--- src/rtl/learn_step_controller.sv ---
// learn_step_controller: sequences a learning-mode session (guide note, wait for entry, judge, advance).
// Optional LEARN_RETRY_EN: a missed note is replayed, up to three attempts per note.
module learn_step_controller #(
    parameter int unsigned ADDR_W      = 5,
    parameter int unsigned SONG_LEN    = 32,
    parameter int unsigned TIMEOUT_CYC = 500_000_000,
    parameter int unsigned SCORE_MAX   = 31
) (
    input  logic              clk,
    input  logic              rst,
    input  logic              start,
    input  logic [3:0]        note_value,
    input  logic [25:0]       duration_value,
    input  logic              isvalid,
    input  logic [3:0]        user_input,
    input  logic              confirm_button,
    output logic [ADDR_W-1:0] mem_addr,
    output logic              key_on,
    output logic [3:0]        key,
    output logic [4:0]        score,
    output logic              busy,
    output logic              done,
    output logic              hit,
    output logic              miss
);
    localparam int unsigned NOTE_W  = 4;
    localparam int unsigned DUR_W   = 26;
    localparam int unsigned SCORE_W = 5;
    localparam int unsigned TO_W    = (TIMEOUT_CYC > 2) ? $clog2(TIMEOUT_CYC) : 1;

    localparam logic [ADDR_W-1:0]  LAST_ADDR = ADDR_W'(SONG_LEN - 1);
    localparam logic [SCORE_W-1:0] SCORE_TOP = SCORE_W'(SCORE_MAX);
    localparam logic [TO_W-1:0]    TO_LAST   = TO_W'(TIMEOUT_CYC - 1);

    typedef enum logic [2:0] {
        S_IDLE,
        S_FETCH,
        S_GUIDE,
        S_WAIT_IN,
        S_JUDGE,
        S_ADVANCE,
        S_DONE
    } state_t;

    state_t              state_q, state_d;
    logic                start_q, confirm_q;
    logic [ADDR_W-1:0]   mem_addr_q, mem_addr_d;
    logic [NOTE_W-1:0]   key_q, key_d;
    logic                key_on_q, key_on_d;
    logic [SCORE_W-1:0]  score_q, score_d;
    logic                busy_q, busy_d;
    logic                done_q, done_d;
    logic                hit_q, hit_d;
    logic                miss_q, miss_d;
    logic [DUR_W-1:0]    dur_cnt_q, dur_cnt_d;
    logic [TO_W-1:0]     to_cnt_q, to_cnt_d;
    logic [NOTE_W-1:0]   cap_q, cap_d;
    logic                entered_q, entered_d;
    logic [DUR_W-1:0]    guide_len_c;
    logic                start_edge_c;
    logic                confirm_edge_c;
    logic                judge_hit_c;
`ifdef LEARN_RETRY_EN
    logic [1:0]          attempt_q, attempt_d;
    logic [DUR_W-1:0]    dur_len_q, dur_len_d;
`endif

    assign start_edge_c   = start & ~start_q;
    assign confirm_edge_c = confirm_button & ~confirm_q;
    assign guide_len_c    = (duration_value == '0) ? DUR_W'(1) : duration_value;
    // A timeout leaves entered_q clear, which forces the miss.
    assign judge_hit_c    = entered_q && (cap_q == key_q);

    // State and datapath registers
    always_ff @(posedge clk or negedge rst) begin
        if (!rst) begin
            state_q    <= S_IDLE;
            start_q    <= 1'b0;
            confirm_q  <= 1'b0;
            mem_addr_q <= '0;
            key_q      <= '0;
            key_on_q   <= 1'b0;
            score_q    <= '0;
            busy_q     <= 1'b0;
            done_q     <= 1'b0;
            hit_q      <= 1'b0;
            miss_q     <= 1'b0;
            dur_cnt_q  <= '0;
            to_cnt_q   <= '0;
            cap_q      <= '0;
            entered_q  <= 1'b0;
`ifdef LEARN_RETRY_EN
            attempt_q  <= '0;
            dur_len_q  <= '0;
`endif
        end else begin
            state_q    <= state_d;
            start_q    <= start;
            confirm_q  <= confirm_button;
            mem_addr_q <= mem_addr_d;
            key_q      <= key_d;
            key_on_q   <= key_on_d;
            score_q    <= score_d;
            busy_q     <= busy_d;
            done_q     <= done_d;
            hit_q      <= hit_d;
            miss_q     <= miss_d;
            dur_cnt_q  <= dur_cnt_d;
            to_cnt_q   <= to_cnt_d;
            cap_q      <= cap_d;
            entered_q  <= entered_d;
`ifdef LEARN_RETRY_EN
            attempt_q  <= attempt_d;
            dur_len_q  <= dur_len_d;
`endif
        end
    end

    // Next-state and next-output logic
    always_comb begin
        state_d    = state_q;
        mem_addr_d = mem_addr_q;
        key_d      = key_q;
        key_on_d   = key_on_q;
        score_d    = score_q;
        busy_d     = busy_q;
        done_d     = done_q;
        hit_d      = 1'b0;
        miss_d     = 1'b0;
        dur_cnt_d  = dur_cnt_q;
        to_cnt_d   = to_cnt_q;
        cap_d      = cap_q;
        entered_d  = entered_q;
`ifdef LEARN_RETRY_EN
        attempt_d  = attempt_q;
        dur_len_d  = dur_len_q;
`endif
        case (state_q)
            S_IDLE, S_DONE: begin
                if (start_edge_c) begin
                    state_d    = S_FETCH;
                    mem_addr_d = '0;
                    score_d    = '0;
                    done_d     = 1'b0;
                    busy_d     = 1'b1;
                end
            end
            S_FETCH: begin
                if (!isvalid) begin
                    state_d = S_DONE;
                    done_d  = 1'b1;
                    busy_d  = 1'b0;
                end else begin
                    state_d   = S_GUIDE;
                    key_d     = note_value;
                    dur_cnt_d = guide_len_c;
                    key_on_d  = 1'b1;
`ifdef LEARN_RETRY_EN
                    dur_len_d = guide_len_c;
`endif
                end
            end
            S_GUIDE: begin
                if (dur_cnt_q <= DUR_W'(1)) begin
                    state_d  = S_WAIT_IN;
                    key_on_d = 1'b0;
                    to_cnt_d = '0;
                end else begin
                    dur_cnt_d = dur_cnt_q - DUR_W'(1);
                end
            end
            S_WAIT_IN: begin
                // Confirm is checked first so it wins over a simultaneous timeout.
                if (confirm_edge_c) begin
                    state_d   = S_JUDGE;
                    cap_d     = user_input;
                    entered_d = 1'b1;
                end else if (to_cnt_q == TO_LAST) begin
                    state_d   = S_JUDGE;
                    entered_d = 1'b0;
                end else begin
                    to_cnt_d = to_cnt_q + TO_W'(1);
                end
            end
            S_JUDGE: begin
                state_d = S_ADVANCE;
                if (judge_hit_c) begin
                    hit_d = 1'b1;
                    if (score_q < SCORE_TOP) begin
                        score_d = score_q + SCORE_W'(1);
                    end
                end else begin
                    miss_d = 1'b1;
`ifdef LEARN_RETRY_EN
                    if (attempt_q != 2'd2) begin
                        state_d   = S_GUIDE;
                        attempt_d = attempt_q + 2'd1;
                        dur_cnt_d = dur_len_q;
                        key_on_d  = 1'b1;
                    end
`endif
                end
            end
            S_ADVANCE: begin
`ifdef LEARN_RETRY_EN
                attempt_d = '0;
`endif
                if (mem_addr_q == LAST_ADDR) begin
                    state_d = S_DONE;
                    done_d  = 1'b1;
                    busy_d  = 1'b0;
                end else begin
                    state_d    = S_FETCH;
                    mem_addr_d = mem_addr_q + ADDR_W'(1);
                end
            end
            default: begin
                state_d = S_IDLE;
            end
        endcase
    end

    assign mem_addr = mem_addr_q;
    assign key_on   = key_on_q;
    assign key      = key_q;
    assign score    = score_q;
    assign busy     = busy_q;
    assign done     = done_q;
    assign hit      = hit_q;
    assign miss     = miss_q;

endmodule

--- config.mk ---
export PLATFORM = sky130hd
export DESIGN_NAME = learn_step_controller
export DESIGN_NICKNAME = d
export VERILOG_FILES = /design/src/rtl/learn_step_controller.sv
export SDC_FILE = /design/constraint.sdc
export NUM_CORES = 1
export LEC_CHECK = 0
export CORE_ASPECT_RATIO = 2
export CORE_UTILIZATION = 23
export CTS_BUF_LIST = sky130_fd_sc_hd__clkbuf_4 sky130_fd_sc_hd__clkbuf_8 sky130_fd_sc_hd__clkbuf_16
export DETAILED_ROUTE_END_ITERATION = 12
export PLACE_DENSITY = 0.4
export SETUP_SLACK_MARGIN = 0.2
export SLEW_MARGIN = 5
export SYNTH_ARGS = -nofsm -noshare
export SYNTH_HDL_FRONTEND = slang
export SYNTH_SLANG_ARGS = --single-unit
--- constraint.sdc ---
create_clock -name clk -period 2.9 [get_ports clk]
set_input_delay 0.58 -clock clk [delete_from_list [all_inputs] [get_ports clk]]
set_output_delay 0.58 -clock clk [all_outputs]
set_load 0.05 [all_outputs]
==> results.yml, run 1 <==
timing:
  final_hold_viol_count: 0
  slew_headroom_pct: 54.8
  setup_viol: 0
  period_share_pct: 87.6
  fin_crit_ns: 2.54
  rsz0062_at_grt: "no"
  drv_slew: 0
  tightestPinTransition_ns: 0.672
  finClkSkew_ns: 0.00941
  tns_ns: 0
  max_freq_mhz: 394
floorplan:
  dieHeight_um: 207
  die_w_um: 104
  core-area_um2: 20500
  ios: 58
  num_rows: 74
  dieArea_um2: 21600
  initial_utilization_pct: 23.6
synthesis:
  async_flop_share_pct: 100
  ys_types: 68
  syn_nets: 598
  ys.warnings.count: 0
  synth-seq-cells: 84
  syn_avg_cell_area_um2: 8.72
  yosys_most_used_dff: "dfrtp_1"
  yosysSeqAreaShare_pct: 43.6
  synth-edff-count: 0
  synth_area_um2: 4820
  synthCells: 553
clock_tree:
  ctsResizeCount: 0
  path_clk_slew_ns: 0.07
  cts_buffer_depth: 2
  clock_sinks: 84
  cts_tree: "yes"
  holdBufCountCts: 0
  clk_latency_ns: 0.34
  post_cts_buffers: 0
  cts_max_level: 3
  cts-root-buf: "clkbuf_16"
  numCtsBuffers: 9
global_route:
  antenna_found_initial: 0
  grt_usage_pct: 14.7
  grt_pass1_wl_um: 24300
  grt_pass1_vias: 4627
  overflow: 0
  grt_start_max_net_pins: 47
pwr:
  power-per-cell-area_nw_per_um2: 865
  clockPowerShare_pct: 24.0
  intPower_mw: 3.20
  power_frac_seq_pct: 33.8
  swShare_pct: 40.3
  ir_drop_v: 0.000257
  p_sw_mw: 2.16
  comb_power_share_pct: 42.2
  p_leak_nw: 2.47
drt:
  firstDrtPassIters: 4
  wirelength_um: 15000
  drt_iter0_drc: 195
  wl_per_cell_um: 16.8
  drc: 0
  num_vias: 4447
  via_per_inst: 4.97
  final_antenna_net_count: 0
critical_path:
  timing.rr.start: "dur_cnt_q[12]$_DFFE_PN0P_"
  worstPathRequired_ns: 3.12
  arrival_ns: 2.76
  r2r_slack_ns: 0.36
  cp_max_fo: 15
  critical_path_class: "reg2reg"
  r2r_end: "dur_cnt_q[13]$_DFFE_PN0P_"
  reg2regPathDepth: 7
  cp-start-kind: "flop"
  end_kind: "flop"
worst_hold_path:
  min_path_type: "in2async"
cells_and_area:
  antenna_cells: 0
  multiInputGateArea_um2: 2560
  fin_nets: 669
  fill_cells: 2145
  finalInstanceArea_um2: 6190
  layout-drive-gt1-share_pct: 10.7
  syn_to_final_growth_pct: 28.4
  seqCellArea_um2: 2100
placed_design:
  portBuffers: 57
  place.gp.congestion: 0.820
  dpl.hpwl_um: 11400
  placed_area_um2: 5860
status:
  status: "finished clean"
run:
  cap_violations: 0
-- worst max-delay path: stages, from the launching register on --
cell and delay [ns]:
dfrtp_1 0.45, or4_4 0.53, or2_4 0.29, or4b_4 0.56
o211a_2 0.22, buf_12 0.17, a21oi_1 0.14, a21oi_1 0.05
-- power by group through the flow --
stage,registers [mW],clock network (mW),logic (mW)
after floorplan,1.93,0,1.36
after global placement,1.82,0,2.25
after detailed placement,1.83,0,2.29
after CTS,1.81,1.34,2.29
after global routing,1.87,1.37,2.52
final,1.81,1.28,2.26
-- worst max-delay path by stage --
stage / from / slack [ns] / endpoint
after floorplan: mem_addr[0]$_DFFE_PN0P_ / 0.50 / mem_addr[2]$_DFFE_PN0P_
after global placement: start / 0.33 / score[3]$_DFFE_PN0P_
after detailed placement: start / 0.28 / score[3]$_DFFE_PN0P_
after CTS: dur_cnt_q[12]$_DFFE_PN0P_ / 0.35 / dur_cnt_q[10]$_DFFE_PN0P_
after global routing: state_q[1]$_DFFE_PN0P_ / 0.22 / score[3]$_DFFE_PN0P_
final: dur_cnt_q[12]$_DFFE_PN0P_ / 0.36 / dur_cnt_q[13]$_DFFE_PN0P_
-- stage by stage --
stage	total power, mW	util (%)	cells	hold WS, ns	setup WS, ns
4_1_cts	5.44	30.3	895	0.235	0.350
3_3_place_gp	4.06	28.6	879	0.473	0.333
5_1_grt	5.75	30.3	895	0.258	0.216
3_5_place_dp	4.11	28.6	879	0.486	0.277
2_1_floorplan	3.29	-	553	0.284	0.498
6_report	5.35	30.3	895	0.219	0.360
-- per-layer routing --
metal,vias to the layer above,global-route usage [%],routed length [um]
met5,-,0,0
met4,0,7.19,408
met3,21,1.92,305
met2,81,29.0,8590
met1,2176,14.9,5700
li1,2169,-,-
-- final cells by class --
class / instances / share of cell area, %
multi-input combinational: 435 / 41.4
timing repair buffer: 85 / 13.4
inverter: 9 / 0.546
tap: 266 / 5.37
sequential: 84 / 33.9
clock buffer: 13 / 4.22
clock inverter: 3 / 1.11
-- registers in the layout, summed over array words and instances (netlist names) --
| register | cells |
|---|---|
| entered_q | 1 |
| key_on | 1 |
| dur_cnt_q | 26 |
| start_q | 1 |
| score | 5 |
| done | 1 |
| cap_q | 4 |
| key | 4 |
| to_cnt_q | 29 |
| busy | 1 |
| hit | 1 |
| state_q | 3 |
| confirm_q | 1 |
| miss | 1 |
| mem_addr | 5 |
-- logic make-up after synthesis --
family                   synth area share (%)
AND/OR/NAND/NOR                          28.2
XOR/XNOR                                 3.45
flip-flops                               43.6
multiplexers                             1.14
buffers and inverters                    3.24
AO/OA/AOI/OAI                            18.8
adder cells (fa/ha/maj)                  1.56
-- cell usage after synthesis, types with 3 or more instances --
cell type / number / area share, %
a31oi_1: 6 / 0.78
or4_1: 5 / 0.78
nand4_1: 14 / 1.8
o32a_1: 4 / 0.83
nand3b_1: 3 / 0.47
o31ai_1: 6 / 0.93
nor3_1: 16 / 1.7
or3_1: 5 / 0.65
a22o_1: 4 / 0.73
nor2b_1: 7 / 0.91
o21ai_0: 56 / 5.8
dfrtp_1: 84 / 44
and3_1: 8 / 1.0
and2_1: 9 / 1.2
nand2b_1: 6 / 0.78
a21o_1: 3 / 0.47
and4_1: 5 / 0.91
a21oi_1: 34 / 3.5
nor4b_1: 4 / 0.73
nor4_1: 17 / 2.2
xor2_1: 15 / 2.7
nand2_1: 62 / 4.8
o22ai_1: 7 / 0.91
nor2_1: 60 / 4.7
xnor2_1: 4 / 0.73
buf_2: 3 / 0.31
nand3_1: 23 / 2.4
inv_1: 9 / 0.70
clkbuf_1: 17 / 1.3
ha_1: 6 / 1.6
mux2_2: 4 / 0.93
-- cells in the final DEF (no fill, tap or decap), drive strengths merged, types with 3 or more instances in the layout --
cell | Yosys | layout
a22o | 4 | 4
and2 | 10 | 10
a31oi | 6 | 6
nor2b | 7 | 7
nor2 | 60 | 60
ha | 6 | 6
nand3 | 23 | 23
nand4 | 14 | 14
xor2 | 15 | 15
o22ai | 7 | 7
nor4b | 5 | 5
o21ai | 58 | 58
xnor2 | 4 | 4
dfrtp | 84 | 84
a21oi | 35 | 35
o32a | 4 | 4
nor3 | 17 | 17
or2 | 3 | 3
nand2 | 62 | 62
inv | 9 | 10
a21o | 3 | 3
and4 | 5 | 5
nand3b | 3 | 3
o31ai | 6 | 6
and3 | 8 | 8
mux2 | 4 | 4
clkbuf | 18 | 13
clkdlybuf4s50 | 0 | 56
or4 | 6 | 6
o211ai | 4 | 4
nor4 | 18 | 18
nand2b | 6 | 6
buf | 7 | 29
or3 | 5 | 5
Power figures use the tool's default switching activity.
==> run 2, diff against run 1 <==
Settings changed: HOLD_SLACK_MARGIN set to 0.02.
==> results of run 2 <==
No change in the layout: final DEF, timing and power equal those of run 1.
